File: config.mk
export PLATFORM = sky130hd
export DESIGN_NAME = seg_scan_ctrl
export DESIGN_NICKNAME = d
export VERILOG_FILES = /design/src/rtl/seg_scan_ctrl.sv
export SDC_FILE = /design/constraint.sdc
export NUM_CORES = 1
export LEC_CHECK = 0
export ABC_AREA = 1
export CAP_MARGIN = 10
export CORE_MARGIN = 2
export CORE_UTILIZATION = 66
export CTS_BUF_LIST = sky130_fd_sc_hd__clkbuf_4
export CTS_CLUSTER_DIAMETER = 100
export DETAILED_ROUTE_END_ITERATION = 8
export DONT_BUFFER_PORTS = 1
export PLACE_DENSITY = 0.87
export SLEW_MARGIN = 20
export SYNTH_ARGS = -nofsm -noshare
export SYNTH_HDL_FRONTEND = slang
export SYNTH_SLANG_ARGS = --single-unit
File: constraint.sdc
create_clock -name clk -period 2.6 [get_ports clk]
set_input_delay 0.39 -clock clk [delete_from_list [all_inputs] [get_ports clk]]
set_output_delay 0.39 -clock clk [all_outputs]
set_load 0.05 [all_outputs]
File: src/rtl/seg_scan_ctrl.sv
// Scan controller for a 4-digit common-anode 7-segment display.
// Displayed value changes only at frame end, so a load never shows up half-applied.
module seg_scan_ctrl #(
  parameter int REFRESH_DIV  = 50000,
  parameter int BLANK_CYCLES = 16
) (
  input  logic        clk,
  input  logic        rst_n,
  input  logic        load,
  input  logic [15:0] data_in,
  input  logic [3:0]  dp_in,
  input  logic [3:0]  digit_en,
  input  logic        blank_lz,
  input  logic        lamp_test,
  output logic [6:0]  seg,
  output logic        dp,
  output logic [3:0]  an,
  output logic        load_ack,
  output logic        pending
);

  // state    | meaning
  // ST_BLANK | start of a digit slot, all anodes off to stop ghosting
  // ST_DRIVE | current digit driven (unless dark or lamp test)
  typedef enum logic {ST_BLANK = 1'b0, ST_DRIVE = 1'b1} state_e;

  localparam int             CW       = (REFRESH_DIV > 1) ? $clog2(REFRESH_DIV) : 1;
  localparam logic [CW-1:0]  CNT_LAST = CW'(REFRESH_DIV - 1);
  localparam state_e         ST_RESET = (BLANK_CYCLES == 0) ? ST_DRIVE : ST_BLANK;

  function automatic logic [6:0] hex7(input logic [3:0] n);
    logic [6:0] s;
    case (n)
      4'h0: s = 7'b0000001;
      4'h1: s = 7'b1001111;
      4'h2: s = 7'b0010010;
      4'h3: s = 7'b0000110;
      4'h4: s = 7'b1001100;
      4'h5: s = 7'b0100100;
      4'h6: s = 7'b0100000;
      4'h7: s = 7'b0001111;
      4'h8: s = 7'b0000000;
      4'h9: s = 7'b0000100;
      4'hA: s = 7'b0001000;
      4'hB: s = 7'b1100000;
      4'hC: s = 7'b0110001;
      4'hD: s = 7'b1000010;
      4'hE: s = 7'b0110000;
      default: s = 7'b0111000;
    endcase
    return s;
  endfunction

  function automatic state_e slot_state(input logic [CW-1:0] c);
    return (int'(c) < BLANK_CYCLES) ? ST_BLANK : ST_DRIVE;
  endfunction

  logic [CW-1:0] cnt_q, cnt_d;
  logic [1:0]    idx_q, idx_d;
  state_e        state_q, state_d;
  logic [15:0]   shadow_q, shadow_d, pbuf_q, pbuf_d;
  logic [3:0]    dp_shadow_q, dp_shadow_d, pdp_q, pdp_d;
  logic          pending_q, pending_d, load_ack_q, load_ack_d;
  logic [6:0]    seg_q, seg_d;
  logic          dp_q, dp_d;
  logic [3:0]    an_q, an_d;

  logic          wrap, commit, lz, dark;
  logic [3:0]    nib;
  logic [15:0]   upper;

  always_comb begin
    wrap        = (cnt_q >= CNT_LAST);
    cnt_d       = wrap ? '0 : cnt_q + CW'(1);
    idx_d       = wrap ? idx_q + 2'd1 : idx_q;
    // state_q always describes the slot phase of cnt_q
    state_d     = slot_state(cnt_d);

    commit      = wrap && (idx_q == 2'd3) && (pending_q || load);
    pbuf_d      = load ? data_in : pbuf_q;
    pdp_d       = load ? dp_in : pdp_q;
    shadow_d    = shadow_q;
    dp_shadow_d = dp_shadow_q;
    pending_d   = load ? 1'b1 : pending_q;
    if (commit) begin
      shadow_d    = load ? data_in : pbuf_q;
      dp_shadow_d = load ? dp_in : pdp_q;
      pending_d   = 1'b0;
    end
    load_ack_d  = commit;

    nib   = shadow_q[{idx_q, 2'b00} +: 4];
    upper = shadow_q >> {idx_q, 2'b00};
    lz    = blank_lz && (idx_q != 2'd0) && (upper == 16'h0000);
    dark  = ~digit_en[idx_q] | lz;

    an_d  = 4'b1111;
    seg_d = 7'b1111111;
    dp_d  = 1'b1;
    if (lamp_test) begin
      an_d  = 4'b0000;
      seg_d = 7'b0000000;
      dp_d  = 1'b0;
    end else if (state_q == ST_DRIVE && !dark) begin
      an_d  = ~(4'b0001 << idx_q);
      seg_d = hex7(nib);
      dp_d  = ~dp_shadow_q[idx_q];
    end
  end

  always_ff @(posedge clk) begin
    if (!rst_n) begin
      cnt_q       <= '0;
      idx_q       <= 2'd0;
      state_q     <= ST_RESET;
      shadow_q    <= 16'h0000;
      dp_shadow_q <= 4'h0;
      pbuf_q      <= 16'h0000;
      pdp_q       <= 4'h0;
      pending_q   <= 1'b0;
      load_ack_q  <= 1'b0;
      an_q        <= 4'b1111;
      seg_q       <= 7'b1111111;
      dp_q        <= 1'b1;
    end else begin
      cnt_q       <= cnt_d;
      idx_q       <= idx_d;
      state_q     <= state_d;
      shadow_q    <= shadow_d;
      dp_shadow_q <= dp_shadow_d;
      pbuf_q      <= pbuf_d;
      pdp_q       <= pdp_d;
      pending_q   <= pending_d;
      load_ack_q  <= load_ack_d;
      an_q        <= an_d;
      seg_q       <= seg_d;
      dp_q        <= dp_d;
    end
  end

  assign seg      = seg_q;
  assign dp       = dp_q;
  assign an       = an_q;
  assign load_ack = load_ack_q;
  assign pending  = pending_q;

endmodule

==> run summary <==
Final worst-path cycle share -> 84.84%
P_leak -> 1.605 nW
Critical Path Start -> idx_q[1]
Fill cells -> 411
Post-DR vias/cell -> 5.473
Final wirelength -> 7.137 mm
Initial antenna violation count -> 0
RePlAce Congestion -> 0.9888
Fraction of layout cells with a size suffix above 1 -> 12.56%
DRC errors left -> 0
Clk sinks -> 73
Pwr/cell area -> 545.5 nW/um^2
Clock power frac -> 35.1%
Cell area after layout -> 3621 sq um
# Post-CTS Setup Buffers -> 0
Fraction of registers with async set/reset -> 0%
Overflow after GRT -> 0
Via count -> 2868
Wire per inst -> 13.62 um
Final ANT Viol Nets -> 0
Syn-to-layout area delta -> 3.690%
End point of the critical path -> an[1]
RSZ-0062 raised after global routing -> false
Yosys cell types -> 34
Switch Pwr -> 501.6 uW
1st-iter DRT viols -> 118
TNS Setup -> 0 ns
Ys Warns -> 0
Drt pass-1 iters -> 5
Post-synth EDFFs -> 0
Area fraction of the dominant cell type after synthesis -> 41.85%
Gr usage total -> 25.95%
Worst-Margin Slew -> 0.4867 ns
Buffers added on ports -> 0
HPWL after detailed placement -> 5.182 mm
Die X -> 76.74 um
IO Pins -> 43
Initial Utilization -> 68.37%
Worst clock skew -> 0.01308 ns
Synth cell count leaders -> 104 x nand2_1, 73 x dfxtp_1, 67 x nor2_1
Nets -> 488
Switching Fraction -> 25.40%
Highest clock rate -> 453.3 MHz
Fin. max-slew vios -> 0
# setup viols final -> 0
Reg2reg end -> an[1]
Crit path time final -> 2.206 ns
Multi-input gate area -> 1767 sq um
Die footprint -> 5889 sq um
CTS buffer count -> 9
Crit Path Class -> flip-flop to flip-flop
First-pass GRT wire length -> 12.19 mm
Dpl cells -> 507
Root buffer cell -> clkbuf_4
Fin util -> 70.90%
CP endpoint kind -> flip-flop
Num rows -> 26
CP arrival -> 2.58 ns
Hold path depth -> 1
Post-Syn Instances -> 452
Core area -> 5107 sq um
Leading area contributor after synthesis -> dfxtp_1
Die H -> 76.74 um
R2r setup slk -> 0.39 ns
Peak supply drop -> 564.3 uV
RR Startpoint -> idx_q[1]
Top post-synthesis cells by area -> dfxtp_1 42%, nand2_1 11%, nor2_1 7.2%
Comb power frac -> 4.2%
Register area -> 1463 sq um
Layout Cells excl Fill -> 524
Outcome -> complete, no violations
Worst-Skew Late Latency -> 0.42 ns
Post-Syn Area -> 3492 sq um
Hold WC Path Type -> input port to flip-flop
Post-Syn Nets -> 491
Cell Area, Placed -> 3472 sq um
Max-cap violations -> 0
Crit-path max FO -> 11
Max Root-Sink Buffers -> 2
Internal power -> 1.473 mW
Sequential area share after synthesis -> 41.85%
Depth of the most critical reg-to-reg path -> 13
WP data required -> 2.98 ns
Vias in the first global route -> 2697
Slew HR -> 67.51%
Main flop type after synthesis -> dfxtp_1
Count leader, synth -> nand2_1
CTS tree -> done
Synthesis-stage register bit count -> 73
Ant diodes -> 0
Seq pwr share -> 60.7%
Startpoint Class -> flip-flop
Clock transition at path regs -> 0.12 ns
Average cell area after synthesis -> 7.726 sq um
Largest net degree at the start of global routing -> 38
CTS H-tree lvls -> 3
Fin. Hold Viols -> 0
==> routing by layer <==
metal / vias up / global-route usage [%] / part of all wire [%]
li1: 1456 / - / -
met1: 1304 / 32.91 / 46
met2: 95 / 41.75 / 47
met3: 13 / 6.588 / 5.2
met4: 0 / 11.45 / 2.3
met5: - / 0 / 0
==> flip-flops by register name (all words and copies together) (netlist names), 2 cells and up <==
| name | cells |
|---|---|
| idx_q | 2 |
| pbuf_q | 16 |
| an | 4 |
| dp_shadow_q | 4 |
| cnt_q | 16 |
| seg | 7 |
| pdp_q | 4 |
| shadow_q | 16 |
==> cells in the final DEF (no fill, tap or decap), types with 2 or more instances in the layout <==
cell | synthesis | layout
nand2_1 | 104 | 104
dfxtp_1 | 73 | 72
nor2_1 | 67 | 67
nand3_1 | 44 | 44
inv_1 | 30 | 30
mux2i_1 | 20 | 20
o21ai_2 | 19 | 19
o21ai_0 | 16 | 16
ha_1 | 10 | 10
clkbuf_4 | 0 | 9
a21oi_1 | 7 | 7
o21ai_1 | 7 | 7
inv_2 | 4 | 4
nand4_1 | 4 | 4
nand2_2 | 4 | 4
xor2_1 | 4 | 4
nand3b_1 | 3 | 3
clkinvlp_4 | 0 | 3
buf_4 | 1 | 3
o21bai_1 | 2 | 2
nor3_1 | 2 | 2
nor2_2 | 2 | 2
nand2_4 | 2 | 2
nand3_2 | 2 | 2
==> logic make-up (layout without fill, tap and decap cells) <==
| family | count (synthesis) | in the layout | share of synthesized area [%] |
|---|---|---|---|
| simple gates | 237 | 237 | 29.49 |
| flops | 73 | 73 | 41.85 |
| compound gates | 55 | 55 | 10.78 |
| buf+inv | 53 | 55 | 7.560 |
| mux | 20 | 20 | 5.733 |
| fa+ha+maj | 10 | 10 | 3.583 |
| xor+xnor | 4 | 4 | 1.003 |
==> how the worst min path moves through the flow <==
stage	startpoint	endpoint	slack (ns)
6_report	rst_n	an[3]	0.02
5_1_grt	rst_n	an[0]	0.003
4_1_cts	rst_n	seg[0]	0.01
3_5_place_dp	rst_n	seg[0]	0.47
3_3_place_gp	cnt_q[0]	cnt_q[0]	0.44
2_1_floorplan	cnt_q[0]	cnt_q[0]	0.43
==> cell type report <==
cell class                      instances  share of cell area [%]
Clock inverter                          7                   1.935
Inverter                               35                   3.697
Clock buffer                            9                   1.866
Tap cell                               70                   2.419
Timing Repair Buffer                    4                  0.8984
Sequential cell                        73                   40.39
Multi-Input combinational cell        326                   48.79
==> power by group through the flow <==
stage	registers (mW)	clock network (mW)	logic (mW)
finish	1.20	0.694	0.0829
global route	1.20	0.762	0.0947
CTS	1.20	0.709	0.0811
detailed placement	1.22	0	0.0809
global placement	1.22	0	0.0768
floorplan	1.22	0	0.0787
==> critical path: stages, from the launching register on <==
cell and delay [ns]:
dfxtp_1 0.63, inv_2 0.17, nand2_1 0.10, nand2_1 0.11, inv_1 0.14, ha_1 0.20, nand3_1 0.10, nor3b_2 0.19
nand3_2 0.11, nand2_4 0.13, inv_2 0.06, nand2_1 0.06, nand2_1 0.05, nand2_1 0.07
==> stage by stage <==
| stage | setup WS (ns) | hold WS (ns) | power, mW |
|---|---|---|---|
| 2_1_floorplan | 0.7781 | 0.4296 | 1.304 |
| 3_3_place_gp | 0.4834 | 0.4391 | 1.300 |
| 3_5_place_dp | 0.2881 | 0.4651 | 1.305 |
| 4_1_cts | 0.2762 | 0.01418 | 1.989 |
| 5_1_grt | 0.2229 | 0.002842 | 2.060 |
| 6_report | 0.3942 | 0.02480 | 1.975 |
==> repair_timing <==
item                       CTS  global route
gates resized for setup      0             1
setup endpoints to repair    0             2
hold endpoints to repair     0             2
hold buffers                 0             1
Power figures use the tool's default switching activity.
==> variant (config.mk and constraints unchanged) <==
Set the parameter `REFRESH_DIV` to 200000 (it was 50000).
--- a/src/rtl/seg_scan_ctrl.sv
+++ b/src/rtl/seg_scan_ctrl.sv
@@ -1,7 +1,7 @@
 // Scan controller for a 4-digit common-anode 7-segment display.
 // Displayed value changes only at frame end, so a load never shows up half-applied.
 module seg_scan_ctrl #(
-  parameter int REFRESH_DIV  = 50000,
+  parameter int REFRESH_DIV  = 200000,
   parameter int BLANK_CYCLES = 16
 ) (
   input  logic        clk,
Function: same outputs for any inputs over 10 cycles, from zero or initial values and one cycle with rst_n low; that may be too few to reach the edited logic, so the function may still have changed.
==> variant against the original RTL <==
Routed wire length increased by 4.1%; cell area up 0.73%; utilization grew 0.51 points; cell count is 4.2% higher; sequential cell count grew 2; via count increased by 4.0%; total power is 3.4% higher; worst setup slack lost 0.038 ns; synthesized area about the same; die area barely moved; critical endpoint is now an[0]$_SDFF_PN1_.
==> variant: results (changes against the original RTL) <==
stage;metric;value;unit;change
global_route;pin count of the biggest net entering global routing;28;;-26%
worst_setup_path;CP top delay family;flip-flops;;
hold_path;hold endpoint;seg[3]$_SDFF_PN1_;;
drt;final WL;7430;um;+4.1%
worst_setup_path;crit-path max FO;17;;+6
place;Routability Congestion;0.890;;-10%
logic_synthesis;synth cell count leaders;nand2_1 (113), dfxtp_1 (75), nor2_1 (65);;
place;Post-DP HPWL;5440;um;+5.0%
logic_synthesis;Post-synth ARST share;0;;unchanged
logic_synthesis;ranking of synthesized cells by area;dfxtp_1 (43%), nand2_1 (12%), nor2_1 (7.0%), mux2i_1 (5.7%), nand3_1 (5.2%);;
worst_setup_path;slowest stage delay, CP;0.65;ns;+0.02 ns
global_route;gr usage total;0.264;;+0.00499
sta;Slew HR;0.535;;-0.140
logic_synthesis;library cells used by synthesis;36;;+5.9%
worst_setup_path;worst reg2reg path endpoint;an[0]$_SDFF_PN1_;;
finish;layout cells sized above 1;0.0672;;-0.0583
logic_synthesis;Synth Area in Compound Gates;0.101;;-0.00641
place;PortBufs;0;;unchanged
place;DP Cell Count;530;;+4.5%
power;Lkg Pwr;0.00156;uW;-2.7%
worst_setup_path;crit path DAT;2.57;ns;about the same
sta;final hold slack;0.0235;ns;-0.00133 ns
global_route;number of global-route vias before repair;2797;;+3.7%
sta;Worst Skew;0.0113;ns;-0.00177 ns
finish;Finished Layout Cells;546;;+4.2%
place;pre-CTS setup slack;0.383;ns;+0.0947 ns
drt;routed vias/inst;5.47;;-0.15%
logic_synthesis;Synth Area in XOR/XNOR;0.00502;;-0.00501
logic_synthesis;Yosys warnings;0;;unchanged
drt;Iteration-0 DRC Markers;176;;+49%
status;status;complete, no violations;;
worst_setup_path;flop-to-flop setup slack;0.36;ns;-0.04 ns
global_route;initial antenna violation count;0;;unchanged
logic_synthesis;post-synthesis sequential area ratio;0.430;;+0.0116
finish;Final #Nets;510;;+4.5%
logic_synthesis;Synth Area in Adders;0.0358;;about the same
worst_setup_path;RR Startpoint;idx_q[0]$_SDFFE_PN0N_;;
logic_synthesis;syn avg cell area;7.36;um^2;-4.7%
clock_tree;CTS max path bufs;2;;unchanged
logic_synthesis;post-synthesis mux area share;0.0573;;about the same
worst_setup_path;Register-to-Register Path Depth;10;;-3
power;Peak VDD IR;0.000456;V;-19%
place;placed cell area;3500;um^2;+0.94%
global_route;first-pass GRT wire length;12500;um;+2.4%
finish;top flop regs;cnt_q x18, pbuf_q x16, shadow_q x16;;
==> variant: cell types whose count changed after synthesis, moves of 8 or more <==
cell,before,now
nand2_1,104,113
o21ai_0,16,26
o22ai_1,0,13
inv_1,30,43
nand3_1,44,36
o21ai_2,19,0
==> variant: how the worst max path moves through the flow <==
stage | to | slack [ns] | cells after the start
detailed placement | an[0]$_SDFF_PN1_ | 0.38 | 10
floorplan | an[0]$_SDFF_PN1_ | 0.71 | 11
global route | seg[4]$_SDFF_PN1_ | 0.07 | 10
finish | an[0]$_SDFF_PN1_ | 0.36 | 10
CTS | an[0]$_SDFF_PN1_ | 0.36 | 10
global placement | seg[4]$_SDFF_PN1_ | 0.51 | 10
==> variant: layout make-up <==
class / instances / area (um^2)
multi-input cells: 334 / 1720
flip-flops and latches: 75 / 1500
fillers: 419 / 1460
inverters: 49 / 184
well taps: 70 / 87.6
clock inverters: 7 / 75.1
clock buffers: 9 / 67.6
repair buffers: 2 / 15.0
==> variant: logic make-up after synthesis <==
family | count (synthesis)
AOI/OAI and AO/OA | 62
and+or+nand+nor | 240
DFF | 75
xor gates and xnor gates | 2
buffers and inverters | 65
muxes | 20
adders and majority gates | 10
==> variant: per-layer routing <==
layer | track usage | vias up | part of all wire
li1 | - | 1538 | -
met1 | 0.326 | 1339 | 0.45
met2 | 0.436 | 88 | 0.47
met3 | 0.0718 | 19 | 0.053
met4 | 0.111 | 0 | 0.024
met5 | 0 | - | 0
==> variant: power by group <==
| group | internal (uW) | switching (uW) |
|---|---|---|
| Clock | 298 | 441 |
| Sequential | 1180 | 52.1 |
| Combinational | 28.6 | 41.0 |
